--- config.mk ---
export PLATFORM = sky130hd
export DESIGN_NAME = mod_wrap_counter
export DESIGN_NICKNAME = d
export VERILOG_FILES = /design/src/rtl/mod_wrap_counter.sv
export SDC_FILE = /design/constraint.sdc
export NUM_CORES = 1
export LEC_CHECK = 0
export ABC_AREA = 1
export BUFFER_PORTS_ARGS = -buffer_cell sky130_fd_sc_hd__buf_4
export CAP_MARGIN = 20
export CORE_MARGIN = 2
export CORE_UTILIZATION = 49
export DETAILED_ROUTE_END_ITERATION = 8
export PLACE_DENSITY = 0.8
export SKIP_LAST_GASP = 1
export SYNTH_ARGS = -nofsm -noshare
export SYNTH_HDL_FRONTEND = slang
export SYNTH_SLANG_ARGS = --single-unit
--- constraint.sdc ---
create_clock -name clk -period 1.9 [get_ports clk]
set_clock_uncertainty 0.2 [all_clocks]
set_input_delay 0.57 -clock clk [delete_from_list [all_inputs] [get_ports clk]]
set_output_delay 0.57 -clock clk [all_outputs]
set_load 0.05 [all_outputs]
--- src/rtl/mod_wrap_counter.sv ---
// rtl/mod_wrap_counter.sv - modulo-Q up counter that wraps Q-1 back to 0
module mod_wrap_counter #(
    parameter int Q     = 3779,
    parameter int OUT_W = 12
) (
    input  logic             clk,
    input  logic             rst,
    input  logic             clr,
    input  logic             inc,
    output logic [OUT_W-1:0] value
);

    logic [OUT_W-1:0] r_value;

    always_ff @(posedge clk) begin
        if (rst || clr) begin
            r_value <= '0;
        end else if (inc) begin
            r_value <= (r_value == OUT_W'(Q - 1)) ? '0 : r_value + 1'b1;
        end
    end

    assign value = r_value;

endmodule

==> reports/qor.tcl <==
set qor(core.rowCount) 13
set qor(floorplan.initialDensity_pct) 51.08
set qor(setup.worst_path.start_class) {flop}
set qor(worst_slack_ns) 0.1621
set qor(synthArstFlopShare_pct) 0
set qor(place_worst_setup_slack_ns) 0.2821
set qor(firstDrtPassIters) 4
set qor(synth.cell_area_sq_um) 648.1
set qor(insertion_delay_ns) 0.27
set qor(die_ht_um) 40.37
set qor(globalRouteTotalUtil_pct) 20.37
set qor(fillCellCount) 120
set qor(postCtsSetupBuffers) 0
set qor(synth_warnings) 0
set qor(top_cells_by_count_synth) {sky130_fd_sc_hd__nand2_1 (19), sky130_fd_sc_hd__nor2_1 (18), sky130_fd_sc_hd__inv_1 (14), sky130_fd_sc_hd__dfxtp_1 (12), sky130_fd_sc_hd__nand3_1 (9)}
set qor(postCtsResizedCells) 0
set qor(timing_max_transition_violations_final) 0
set qor(avgRoutedWirePerCell_um) 10.44
set qor(fin_util_pct) 64.30
set qor(maximum_number_of_pins_on_one_net_before_global_route_repair) 8
set qor(sw_frac_of_total_pct) 22.48
set qor(total_global_routing_overflow) 0
set qor(timing.setup.critical_path_class) {flop to output pin}
set qor(critPathMaxFanout) 7
set qor(synth.distinct_cells) 18
set qor(grt_pass1_wl_um) 2097
set qor(synth-seq-cells) 12
set qor(clock-sinks) 12
set qor(period_needed_ns) 1.738
set qor(postLayoutCellArea_sq_um) 815.8
set qor(htree_num_levels) 1
set qor(largest_reg_flops) 12
set qor(critPathRequiredTime_ns) 1.13
set qor(worstHoldPathType) {flop to flop}
set qor(grt_setup_unrepaired) {no}
set qor(cp_num_cells) 1
set qor(p_int_mw) 0.3809
set qor(ctsRootBufferMaster) {sky130_fd_sc_hd__clkbuf_4}
set qor(worst_ep_arrival_time_ns) 0.97
set qor(num_antenna_cells) 0
set qor(synth_enable_flop_cells) 0
set qor(synthesis_to_layout_area_growth_pct) 25.87
set qor(tightestPinTransition_ns) 0.3204
set qor(cap_violations) 0
set qor(rr_worst_depth) 7
set qor(number_of_global_route_vias_before_repair) 503
set qor(synth.most_common_cell) {sky130_fd_sc_hd__nand2_1}
set qor(synth_cells) 95
set qor(path_clk_slew_ns) 0.08
set qor(buffer_ports.inserted) 15
set qor(number_of_buffers_inserted_during_clock_tree_synthesis) 3
set qor(path_cells) {buf_4}
set qor(dpl_cell_area_sq_um) 779.5
set qor(timing.critical_path.slowest_cell_delay_ns) 0.45
set qor(p_total_mw) 0.4913
set qor(cts.hold.buffers_added) 0
set qor(cts_tree) {built}
set qor(via_per_inst) 4.984
set qor(post-synth-top-area-fraction_pct) 37.07
set qor(timing_hold_violations_final) 0
set qor(die_width_um) 40.37
set qor(postRouteWirelength_um) 1347
set qor(synth.largest_area_cell) {sky130_fd_sc_hd__dfxtp_1}
set qor(share_of_total_power_in_sequential_cells_pct) 52.0
set qor(drtAntennaViolNets) 0
set qor(gp_congestion) 0.8693
set qor(num_vias) 643
set qor(post-route-drc-count) 0
set qor(fmax_ghz) 0.5754
set qor(leakagePower_nw) 0.3552
set qor(placeableCoreArea_sq_um) 1269
set qor(max_stage_delay_cell_worst_path) {sky130_fd_sc_hd__dfxtp_1}
set qor(synth_nets) 101
set qor(synth_area_leaders) {sky130_fd_sc_hd__dfxtp_1 (37%), sky130_fd_sc_hd__nand2_1 (11%), sky130_fd_sc_hd__nor2_1 (10%)}
set qor(powerDensity_nw_per_um2) 602.3
set qor(clock_power_share_pct) 41.7
set qor(timing.critical_path.buf_inv) 1
set qor(tns_ns) 0
set qor(power.net_switching_mw) 0.1104
set qor(period_share_pct) 91.47
set qor(slew_headroom_pct) 78.56
set qor(worst_path_dominant_cell_family) {flip-flops}
set qor(setup.worst_path.end_class) {output pin}
set qor(avgSynthCellArea_sq_um) 6.822
set qor(hold_path_depth) 4
set qor(vdd_drop_max_mv) 0.3613
set qor(numnets_final) 121
set qor(cts-root-to-sink-buffers) 2
set qor(synth_ff_type) {sky130_fd_sc_hd__dfxtp_1}
set qor(report.final.setup_viol) 0
set qor(io-pin-count) 16
set qor(run_status) {finished clean}
set qor(first_iter_violations) 17
set qor(post-dp-hpwl_um) 1032
set qor(combinationalPowerShare_pct) 6.3
set qor(initial_antenna_violation_count) 0
set qor(fp.dieArea_sq_um) 1630
set qor(sequential_element_share_of_the_synthesized_area_pct) 37.07
set qor(share_of_layout_cells_above_drive_strength_1_pct) 23.68
cell families (layout without fill, tap and decap cells):
logic type               Yosys count  in the layout  synth area share [%]
AND/OR/NAND/NOR                   59             59                 42.08
AO/OA/AOI/OAI                      5              5                 4.825
flip-flops                        12             12                 37.07
buffers and inverters             14             33                 8.108
XOR/XNOR                           3              3                 4.055
adder cells (fa/ha/maj)            2              2                 3.860
stage by stage:
step	instances	hold WS [ns]
global placement	125	0.3111
CTS	129	0.3314
detailed placement	125	0.3180
floorplan	95	0.5287
global route	129	0.3700
finish	129	0.3304
layout make-up:
| class | instances | area [sq um] | area share [%] |
|---|---|---|---|
| clock buffer | 4 | 36.28 | 4.448 |
| inverter | 14 | 52.55 | 6.442 |
| multi-input combinational | 69 | 355.3 | 43.56 |
| sequential | 12 | 240.2 | 29.45 |
| tap | 15 | 18.77 | 2.301 |
| timing repair buffer | 15 | 112.6 | 13.80 |
worst min-delay path, cell delays in order, from the launching register on:
cell	delay, ns
sky130_fd_sc_hd__dfxtp_1	0.33
sky130_fd_sc_hd__inv_1	0.05
sky130_fd_sc_hd__nand2_1	0.04
sky130_fd_sc_hd__inv_1	0.04
sky130_fd_sc_hd__nor2_1	0.03
placed cells by master (no fill, tap or decap), types with 2 or more instances in the layout:
cell type and n:
sky130_fd_sc_hd__nand2_1 19, sky130_fd_sc_hd__nor2_1 18, sky130_fd_sc_hd__buf_4 15, sky130_fd_sc_hd__inv_1 14, sky130_fd_sc_hd__dfxtp_1 12, sky130_fd_sc_hd__nand3_1 9
sky130_fd_sc_hd__nor2_2 3, sky130_fd_sc_hd__a21oi_1 3, sky130_fd_sc_hd__xor2_1 3, sky130_fd_sc_hd__nor3_1 3, sky130_fd_sc_hd__clkbuf_4 3, sky130_fd_sc_hd__nand2_2 2
sky130_fd_sc_hd__ha_1 2
power groups by stage:
| stage | Clock [mW] | Sequential (mW) | Combinational (mW) |
|---|---|---|---|
| 2_1_floorplan | 0 | 0.268 | 0.0121 |
| 3_3_place_gp | 0 | 0.261 | 0.0306 |
| 3_5_place_dp | 0 | 0.262 | 0.0311 |
| 4_1_cts | 0.214 | 0.256 | 0.0312 |
| 5_1_grt | 0.225 | 0.256 | 0.0342 |
| 6_report | 0.205 | 0.255 | 0.0308 |
layer usage:
| layer | up-vias | share of wire, % | global-route usage (%) |
|---|---|---|---|
| met3 | 4 | 7.3 | 5.000 |
| li1 | 333 | - | - |
| met5 | - | 0 | 0 |
| met2 | 21 | 45 | 28.97 |
| met4 | 0 | 3.0 | 15.00 |
| met1 | 285 | 44 | 26.17 |
path summary, 6_finish.rpt:
check | from | end | slack, ns
max | value[6]$_SDFFE_PP0P_ | value[6] | 0.16
min | value[10]$_SDFFE_PP0P_ | value[10]$_SDFFE_PP0P_ | 0.33
max reg2reg | value[0]$_SDFFE_PP0P_ | value[6]$_SDFFE_PP0P_ | 0.37
min reg2reg | value[10]$_SDFFE_PP0P_ | value[10]$_SDFFE_PP0P_ | 0.33
Note: power is estimated with default switching activity, not from simulation.
